<file path="config.mk">
export PLATFORM = sky130hd
export DESIGN_NAME = fb_addr_stream
export DESIGN_NICKNAME = d
export VERILOG_FILES = /design/src/rtl/fb_addr_stream.sv
export SDC_FILE = /design/constraint.sdc
export NUM_CORES = 1
export LEC_CHECK = 0
export ABC_AREA = 1
export CORE_MARGIN = 2
export CORE_UTILIZATION = 45
export CTS_BUF_LIST = sky130_fd_sc_hd__clkbuf_16
export DETAILED_ROUTE_END_ITERATION = 12
export PLACE_DENSITY = 0.68
export SETUP_SLACK_MARGIN = 0.3
export SLEW_MARGIN = 30
export SYNTH_ARGS = -nofsm -noshare
export SYNTH_HDL_FRONTEND = slang
export SYNTH_SLANG_ARGS = --single-unit
</file>
<file path="constraint.sdc">
create_clock -name clk -period 16.03 [get_ports clk]
set_input_delay 1.603 -clock clk [delete_from_list [all_inputs] [get_ports clk]]
set_output_delay 1.603 -clock clk [all_outputs]
set_load 0.02 [all_outputs]
</file>
<file path="src/rtl/fb_addr_stream.sv">
// Raster-order framebuffer address streamer.
// Walks H_ACTIVE x V_ACTIVE pixels on a valid/ready interface and emits the
// byte address of each pixel. The address applies pixel replication by
// 1x, 2x or 4x. Base and scale are captured when a frame starts.
module fb_addr_stream #(
   parameter int H_ACTIVE = 640,
   parameter int V_ACTIVE = 480,
   parameter int ADDR_W   = 32,
   parameter int BYTES_PX = 4
) (
   input  logic              clk,
   input  logic              rst,
   input  logic              start,
   input  logic [ADDR_W-1:0] base,
   input  logic [1:0]        scale,
   input  logic              ready,
   output logic              valid,
   output logic [ADDR_W-1:0] addr,
   output logic [9:0]        x,
   output logic [9:0]        y,
   output logic              eol,
   output logic              eof,
   output logic              busy,
   output logic              frame_done
);

   localparam logic [9:0] X_LAST = 10'(H_ACTIVE - 1);
   localparam logic [9:0] Y_LAST = 10'(V_ACTIVE - 1);

   typedef enum logic {IDLE, RUN} state_t;

   state_t            state, state_d;
   logic [ADDR_W-1:0] base_q, base_d;
   logic [1:0]        scale_q, scale_d;
   logic [ADDR_W-1:0] addr_d;
   logic [9:0]        x_d, y_d, nx, ny;
   logic              valid_d, busy_d, eol_d, eof_d, done_d;
   logic              accept;

   // Byte address of pixel (cx,cy). Scale s is already clamped to 0..2.
   function automatic logic [ADDR_W-1:0] calc_addr(input logic [9:0] cx,
                                                   input logic [9:0] cy,
                                                   input logic [ADDR_W-1:0] b,
                                                   input logic [1:0] s);
      logic [ADDR_W-1:0] stride, row, col;
      stride = ADDR_W'(H_ACTIVE) >> s;
      row    = ADDR_W'(cy >> s);
      col    = ADDR_W'(cx >> s);
      return b + (row * stride + col) * ADDR_W'(BYTES_PX);
   endfunction

   assign accept = valid && ready;

   // Next counter position in raster order after the current beat.
   always_comb begin
      nx = x + 10'd1;
      ny = y;
      if (eol) begin
         nx = '0;
         ny = y + 10'd1;
      end
   end

   // Next-state and next-output logic; all outputs are registered below.
   always_comb begin
      state_d = state;
      base_d  = base_q;
      scale_d = scale_q;
      addr_d  = addr;
      x_d     = x;
      y_d     = y;
      eol_d   = eol;
      eof_d   = eof;
      valid_d = valid;
      busy_d  = busy;
      done_d  = 1'b0;
      unique case (state)
         IDLE: begin
            if (start) begin
               state_d = RUN;
               base_d  = base;
               scale_d = (scale == 2'd3) ? 2'd2 : scale;
               x_d     = '0;
               y_d     = '0;
               addr_d  = base;
               eol_d   = (X_LAST == '0);
               eof_d   = (X_LAST == '0) && (Y_LAST == '0);
               valid_d = 1'b1;
               busy_d  = 1'b1;
            end
         end
         RUN: begin
            if (accept) begin
               if (eof) begin
                  state_d = IDLE;
                  valid_d = 1'b0;
                  busy_d  = 1'b0;
                  eol_d   = 1'b0;
                  eof_d   = 1'b0;
                  done_d  = 1'b1;
               end else begin
                  x_d    = nx;
                  y_d    = ny;
                  addr_d = calc_addr(nx, ny, base_q, scale_q);
                  eol_d  = (nx == X_LAST);
                  eof_d  = (nx == X_LAST) && (ny == Y_LAST);
               end
            end
         end
         default: state_d = IDLE;
      endcase
   end

   // State and output registers with synchronous reset.
   always_ff @(posedge clk) begin
      if (rst) begin
         state      <= IDLE;
         base_q     <= '0;
         scale_q    <= '0;
         addr       <= '0;
         x          <= '0;
         y          <= '0;
         eol        <= 1'b0;
         eof        <= 1'b0;
         valid      <= 1'b0;
         busy       <= 1'b0;
         frame_done <= 1'b0;
      end else begin
         state      <= state_d;
         base_q     <= base_d;
         scale_q    <= scale_d;
         addr       <= addr_d;
         x          <= x_d;
         y          <= y_d;
         eol        <= eol_d;
         eof        <= eof_d;
         valid      <= valid_d;
         busy       <= busy_d;
         frame_done <= done_d;
      end
   end

endmodule

</file>
# Yosys cells after proc, flatten, opt, wreduce, memory -nomap -nowiden
# Cells that the tools add are included.
[word_totals]
register_bits = 91
input_bits = 38
word_cells = 64
[classes]
n_addsub = 4
n_mul = 1
eq_ne = 7
n_shift = 3
mux = 30
n_bitwise = 2
n_reduce_logical = 7
[ops]
columns = ["op", "count"]
rows = [
  ["$mux 32", 3],
  ["$mux 10", 7],
  ["$pmux 32 s2", 1],
  ["$pmux 10 s2", 2],
  ["$add 32x32->32", 1],
  ["$mul 32x32->30", 1],
  ["$shr 10x2->32", 1],
  ["$shr 10x2->32 const A", 1],
  ["$add 30x30->30", 1],
  ["$shr 10x2->30", 1],
  ["$add 10x1->10 const B", 2],
  ["$mux 1", 12],
  ["$eq 10x10->1 const B", 1],
  ["$eq 10x9->1 const B", 1],
  ["$pmux 1 s2", 4],
  ["$ne 2x2->1 const B", 3],
  ["$reduce_and 3->1", 2],
  ["$reduce_and 2->1", 2],
  ["$reduce_or 3->1", 1],
  ["$eq 2x2->1 const B", 1],
  ["$logic_and 1x1->1", 2],
  ["$mux 2", 1],
  ["$ne 2x1->1 const B", 1],
  ["$not 1->1", 2],
]

# Depth between registers and ports, before layout
# Gate-level depths: netlist (run 1).
[depth]
word_depth = 9
mapped_depth = 44
mapped_depth_nobuf = 44

# Least setup slack after synthesis (run 1)
# Ideal clock, no wire load.
[synth_timing]
path_type = "flip-flop to flip-flop"
from = "register y[0]"
to = "register addr[29]"
t_arrival_ns = 7.164
required_ns = 15.898
path_slack_ns = 8.734
path_stages_with_launch = 38
n_path_buf = 0
cell_sequence = "dfxtp_1 ha_1 nand3_2 inv_2 nand2_1 and2_2 nand2_1 o21ai_2 o21ai_0 nor2_1 fa_1 fa_1 ha_1 inv_1 fa_1 inv_1 ha_1 ha_1 [2 not listed] fa_1 a21oi_1 o21bai_1 nand2_1 o211ai_1 a31oi_1 xnor2_1 ha_1 nand2_1 inv_1 a21oi_1 nand2_1 a21oi_1 nand2_1 nand2_1 nand3_1 nand2_1 a21oi_1"
[synth_between]
elab_chain_len = 9
[synth_lines]
columns = ["item", "line", "source"]
rows = [
  ["start: declaration", "20", "output logic [9:0] y,"],
  ["start signal: assignment", "134", "y <= y_d;"],
  ["$add 10x1->10", "60", "ny = y + 10'd1;"],
  ["$mux 10 (*)", "58", "if (eol) begin"],
  ["$shr 10x2->32 (*)", "47", "row = ADDR_W'(cy >> s);"],
  ["$mul 32x32->30 (*)", "49", "return b + (row * stride + col) * ADDR_W'(BYTES_PX);"],
  ["$add 30x30->30 (*)", "49", ""],
  ["$add 32x32->32 (*)", "49", ""],
  ["$mux 32 (*)", "94", "if (eof) begin"],
  ["$mux 32 (*)", "93", "if (accept) begin"],
  ["$pmux 32 s2 (*)", "77", "unique case (state)"],
  ["end signal: assignment", "132", "addr <= addr_d;"],
  ["end: declaration", "18", "output logic [ADDR_W-1:0] addr,"],
]
# Every way passes the cells marked *; elsewhere a longest branch is shown, timed or not. The select of a mux whose other input is x is not followed.
# A chain may end at the register's enable or synchronous reset.

# Final worst setup path (run 1)
[layout_timing]
from = "register scale_q[0]"
to = "register addr[25]"
[layout_between]
elab_chain_len = 7
[layout_lines]
columns = ["item", "line", "source"]
rows = [
  ["start: declaration", "34", "logic [1:0] scale_q, scale_d;"],
  ["start signal: assignment", "131", "scale_q <= scale_d;"],
  ["$shr 10x2->32 (on tied branches)", "47, 46", ""],
  ["$mul 32x32->30", "49", ""],
  ["$add 30x30->30 (*)", "49", ""],
  ["$add 32x32->32 (*)", "49", ""],
  ["$mux 32 (*)", "94", ""],
  ["$mux 32 (*)", "93", ""],
  ["$pmux 32 s2 (*)", "77", ""],
]
# Marks and branches as above.

==> flow_metrics.py, run 1 <==
metrics = {
    "critical_path": {
        "cp_max_fo": 25,
        "r2r_cells": 33,
        "worstPathArrival_ns": 8.69,
        "cp.required_ns": 16.26,
        "r2r_start": "scale_q[0]",
        "reg2reg_setup_slack_ns": 7.57,
        "cp-startpoint": "scale_q[0]",
        "crit_type": "flip-flop to flip-flop",
        "start_kind": "flip-flop",
        "critPathSlowestCell": "dfxtp_1",
        "regToRegEndpoint": "addr[25]",
        "end_kind": "flip-flop",
        "cpPeakStageDelay_ns": 0.86,
    },
    "timing": {
        "finalHoldViolations": 0,
        "tightest_slew_ns": 0.814,
        "tns_ns": 0,
        "clock.fmax_ghz": 0.118,
        "setup_viol": 0,
        "min_period_over_period_pct": 52.7,
        "rsz0062_at_grt": "false",
        "clock_skew_ns": 0.0132,
        "maxSlewViolCount": 0,
        "min_period_ns": 8.46,
        "relSlewSlack_pct": 45.7,
    },
    "place": {
        "routabilityCongestion": 0.936,
        "portBuffers": 94,
        "place_hpwl_um": 18200,
        "placed_area_sq_um": 10000,
    },
    "logic_synthesis": {
        "synth_edf_count": 0,
        "ys_seq_area_share_pct": 20.5,
        "synthFlopType": "dfxtp_1",
        "async_flop_share_pct": 0,
        "yosysWarnings": 0,
        "netlist_area_sq_um": 8890,
        "avgSynthCellArea_sq_um": 6.81,
        "synth.distinct_cells": 53,
        "ys_seq_elements": 91,
        "synth_cells": 1306,
    },
    "global_route": {
        "grt.met2_usage_pct": 40.7,
        "gr-usage-met3_pct": 3.08,
        "globalRouteOverflowTotal": 0,
        "grtUsageTotal_pct": 23.9,
        "grt_max_degree": 53,
        "grt_pass1_wl_um": 39500,
        "antenna_found_initial": 0,
        "busiest_layer": "met2",
        "grt_pass1_vias": 8115,
        "grt_use_met1_pct": 31.2,
    },
    "final_layout": {
        "mostFrequentLayoutCell": "nand2_1",
        "area_growth_pct": 15.7,
        "seqCellArea_sq_um": 1820,
        "multi_input_area_sq_um": 6260,
        "fin_nets": 1574,
        "diodes": 0,
        "drive_above_1_share_pct": 4.78,
        "fillers": 1976,
        "final_cell_mix": "nand2_1, inv_1, nor2_1",
        "fin_area_sq_um": 10300,
    },
    "hold_path": {
        "holdPathEnd": "addr[28]",
        "hp-class": "flip-flop to flip-flop",
        "holdPathStages": 2,
        "min_from": "addr[28]",
    },
    "clocking": {
        "cts_hold_buffers": 0,
        "clock_latency_ns": 0.37,
        "cts_root_buf": "clkbuf_16",
        "cts_buffer_depth": 2,
        "cts.sinks": 91,
        "cts_resized": 0,
        "postCtsSetupBuffers": 0,
        "h-tree-depth": 3,
        "clk_pin_slew_worst_paths_ns": 0.08,
        "tritoncts": "done",
        "cts_made_buffers": 9,
    },
    "pwr": {
        "peakVddDrop_uv": 56.4,
        "cellPowerDensity_nw_per_um2": 63.1,
        "p_leak_nw": 5.22,
    },
    "route": {
        "drt_iter0_markers": 452,
        "wl_per_cell_um": 14.4,
        "route.detailed.drc": 0,
        "vias": 8424,
        "firstDrtPassIters": 5,
        "final_antenna_net_count": 0,
        "routed_wl_um": 23600,
        "viasPerCell": 5.12,
    },
    "die": {
        "row_count": 51,
        "die_x_um": 145,
        "core_sq_um": 19400,
        "pin_count": 95,
        "start_util_pct": 45.9,
        "die-area_sq_um": 20900,
        "die_y_um": 145,
    },
    "job": {
        "drv_cap": 0,
    },
    "outcome": {
        "status": "complete, no violations",
    },
}
where the power goes:
part | internal [W] | total [W] | switching (W)
registers | 0.000239 | 0.000250 | 0.0000105
logic | 0.0000697 | 0.000180 | 0.000110
clock network | 0.000109 | 0.000220 | 0.000111
flip-flops by register name, indices dropped and copies added, names as in the netlist:
register    cells
eof             1
addr           32
y              10
x              10
state           1
busy            1
scale_q         2
eol             1
frame_done      1
base_q         32
logic make-up (layout without fill, tap and decap cells):
logic type               after synthesis  after routing  share of synthesized area, %
AO/OA/AOI/OAI                        209            209                          13.2
XOR/XNOR                              25             25                          2.46
adder cells (fa/ha/maj)              160            160                          25.8
buffers and inverters                209            278                          9.35
flip-flops                            91             91                          20.5
multiplexers                           2              2                         0.225
other                                  2              8                        0.0844
AND/OR/NAND/NOR                      608            608                          28.4
stage by stage:
| stage | hold slack [ns] | utilization (%) | worst slack, ns | instances | total power, W |
|---|---|---|---|---|---|
| floorplan | 0.450 | - | 8.73 | 1312 | 0.000375 |
| global placement | 0.456 | 51.5 | 7.85 | 1630 | 0.000432 |
| detailed placement | 0.457 | 51.5 | 7.69 | 1630 | 0.000434 |
| CTS | 0.467 | 53.1 | 7.67 | 1646 | 0.000654 |
| global route | 0.488 | 53.1 | 6.95 | 1646 | 0.000688 |
| finish | 0.466 | 53.1 | 7.57 | 1646 | 0.000650 |
per-layer routing:
metal	routed length, um	vias up
li1	-	4338
met1	10800	3863
met2	11300	188
met3	926	35
met4	578	0
met5	0	-
worst max path at each step:
stage | endpoint | slack (ns)
global route | addr[29] | 6.95
CTS | addr[25] | 7.67
finish | addr[25] | 7.57
detailed placement | addr[25] | 7.69
global placement | addr[25] | 7.85
floorplan | addr[29] | 8.73
Yosys cell counts, types with 2 or more instances:
master	n	area share, %
o21bai_1	7	0.59
a21oi_1	106	6.0
nand2_2	4	0.28
dfxtp_1	91	20
nand3_1	67	3.8
o221ai_1	3	0.30
nor2_2	7	0.49
a221oi_1	7	0.69
o21ai_2	4	0.39
ha_1	121	17
fa_1	39	8.8
mux2i_1	2	0.23
a21o_1	2	0.17
inv_1	154	6.5
nor2_1	133	5.6
nor3_1	11	0.62
nand3b_1	4	0.34
conb_1	2	0.084
or2_2	6	0.42
and2_1	2	0.14
clkbuf_1	26	1.1
nand4_1	8	0.56
a31oi_1	6	0.42
buf_4	4	0.34
o22ai_1	2	0.14
o21ai_1	4	0.23
nand2_1	354	15
o21a_1	3	0.25
o21ai_0	58	3.3
xor2_1	18	1.8
buf_2	8	0.45
inv_2	10	0.42
xnor2_1	7	0.69
a21oi_2	2	0.20
buf_1	4	0.17
nand3_2	3	0.34
worst max-delay path, delay by kind of cell (launching register included):
kind / cells / cell delay (ns)
buffers and inverters: 5 / 0.68
AOI/OAI and AO/OA: 6 / 0.94
adders and majority gates: 10 / 4.05
and+or+nand+nor: 11 / 1.64
DFF: 1 / 0.86
xor gates and xnor gates: 1 / 0.15
cell type report:
cell class | count | share of cell area (%)
clock buffer | 9 | 2.19
clock inverter | 7 | 0.681
sequential | 91 | 17.7
inverter | 164 | 5.98
multi-input combinational | 1012 | 60.8
timing repair buffer | 98 | 9.38
tap | 265 | 3.22
No activity file was read; power rests on OpenSTA's default activity.
==> run 2, diff against run 1 <==
- clock period: 16.03 -> 8.26 ns (I/O delays scaled with it)
==> run 2 against run 1 <==
Critical path type unchanged. Wire length up 0.59%. Worst hold slack gained 0.0066 ns. Setup slack got worse by 6.8 ns. Register-to-register slack got worse by 6.8 ns. Clock skew is 0.0040 ns lower. Combinational power is 99% higher. Clock power is 88% higher. Flip-flop and latch count did not move. First-iteration DRC count is 7.5% lower. Total power rose by 93%.
==> flow_metrics.py, run 2 (synthesized netlist as in run 1, its figures left out) <==
metrics = {
    "outcome": {
        "status": "complete, no violations",
    },
    "pwr": {
        "p_leak_nw": 5.28,
        "power_w": 0.00126,
        "peakVddDrop_uv": 108,
        "cellPowerDensity_nw_per_um2": 120,
    },
    "die": {
        "start_util_pct": 45.9,
        "core_sq_um": 19400,
        "pin_count": 95,
        "die_x_um": 145,
        "row_count": 51,
        "die_y_um": 145,
        "die-area_sq_um": 20900,
    },
    "final_layout": {
        "final_cell_mix": "nand2_1, inv_1, nor2_1",
        "diodes": 0,
        "mostFrequentLayoutCell": "nand2_1",
        "drive_above_1_share_pct": 7.41,
        "fillers": 2003,
        "instances_no_fill": 1655,
        "multi_input_area_sq_um": 6380,
        "fin_nets": 1583,
        "seqCellArea_sq_um": 1830,
        "largestRegisters": "addr: 32 flops, base_q: 32 flops",
        "area_growth_pct": 17.8,
    },
    "route": {
        "routed_wl_um": 23800,
        "drt_iter0_markers": 418,
        "route.detailed.drc": 0,
        "wl_met2_um": 11500,
        "viasPerCell": 5.12,
        "firstDrtPassIters": 5,
        "final_antenna_net_count": 0,
        "dr.max_layer_used": "met4",
        "met1_length_um": 10900,
        "wl_per_cell_um": 14.4,
        "vias": 8471,
        "dr_wl_met3_um": 842,
    },
    "critical_path": {
        "regToRegEndpoint": "addr[31]",
        "reg2reg_setup_slack_ns": 0.78,
        "path_common_cell": "nand2_1",
        "r2r_cells": 39,
        "cpPeakStageDelay_ns": 0.53,
        "critPathSlowestCell": "fa_1",
        "cp_max_fo": 6,
        "crit_type": "flip-flop to flip-flop",
        "cp.required_ns": 8.48,
        "r2r_start": "y[0]",
        "start_kind": "flip-flop",
        "worstPathArrival_ns": 7.70,
        "end_kind": "flip-flop",
    },
    "place": {
        "routabilityCongestion": 0.942,
        "place_hpwl_um": 18300,
        "pre_cts_ws_ns": 0.390,
        "dp_cells": 1636,
        "portBuffers": 94,
    },
    "hold_path": {
        "hp-class": "flip-flop to flip-flop",
        "holdPathStages": 2,
        "holdPathEnd": "addr[25]",
        "min_from": "addr[25]",
    },
    "global_route": {
        "grt_pass1_wl_um": 38800,
        "grt_max_degree": 53,
        "grtUsageTotal_pct": 23.3,
        "globalRouteOverflowTotal": 0,
        "antenna_found_initial": 0,
        "grt_pass1_vias": 8054,
    },
    "clocking": {
        "cts.sinks": 91,
        "clock_latency_ns": 0.36,
        "clk_pin_slew_worst_paths_ns": 0.07,
        "cts_made_buffers": 9,
        "tritoncts": "done",
        "cts_buffer_depth": 2,
        "cts_root_buf": "clkbuf_16",
        "h-tree-depth": 3,
    },
    "timing": {
        "finalHoldViolations": 0,
        "tightest_slew_ns": 0.714,
        "min_period_over_period_pct": 90.6,
        "clock_skew_ns": 0.00922,
        "tns_ns": 0,
        "setup_viol": 0,
        "rsz0062_at_grt": "false",
        "relSlewSlack_pct": 52.2,
        "clock.fmax_ghz": 0.134,
        "maxSlewViolCount": 0,
        "setup_slack_ns": 0.780,
        "min_period_ns": 7.48,
    },
    "job": {
        "drv_cap": 0,
    },
}
[run 2: routing by layer]
metal,track usage (%),up-vias
met3,2.91,38
li1,-,4367
met4,7.10,0
met1,29.8,3897
met2,40.8,169
met5,0,-
[run 2: final cells by class]
type / instances / area share, %
timing repair buffer: 107 / 9.87
clock inverter: 7 / 0.550
multi-input combinational: 1012 / 60.9
sequential: 91 / 17.5
inverter: 164 / 5.88
clock buffer: 9 / 2.15
tap: 265 / 3.17
[run 2: timing repair]
action                                  in CTS  in global routing
endpoints found under the setup margin       0                 17
gates resized for setup                      0                 38
hold buffers                                 0                  0
buffers inserted                             0                  3
[run 2: through the flow]
step / utilization (%) / instance area (sq um) / hold slack [ns]
detailed placement: 51.8 / 10000 / 0.461
finish: 54.0 / 10500 / 0.473
CTS: 53.2 / 10300 / 0.473
global placement: 51.8 / 10000 / 0.458
global route: 54.0 / 10500 / 0.492
floorplan: - / 8920 / 0.450
[run 2: critical path: cells and delay by family, from the launching register on]
| family | cells | cell delay, ns |
|---|---|---|
| simple gates | 16 | 1.48 |
| xor+xnor | 1 | 0.18 |
| flops | 1 | 0.39 |
| compound gates | 7 | 0.95 |
| fa+ha+maj | 11 | 4.10 |
| buf+inv | 4 | 0.26 |
[run 2: worst max-delay path by stage]
stage                     from       end  slack [ns]
final                     y[0]  addr[31]        0.78
after detailed placement  y[0]  addr[29]        0.39
after global routing      y[0]  addr[30]        0.24
after floorplan           y[0]  addr[29]        0.96
after CTS                 y[0]  addr[29]        0.34
after global placement    y[0]  addr[29]        0.44
[run 2: report_power, final]
part           total [W]  leakage (nW)  internal, W  switching [W]
sequential      0.000483         0.749     0.000464      0.0000192
combinational   0.000359          4.39     0.000139       0.000220
clock           0.000414         0.136     0.000209       0.000205
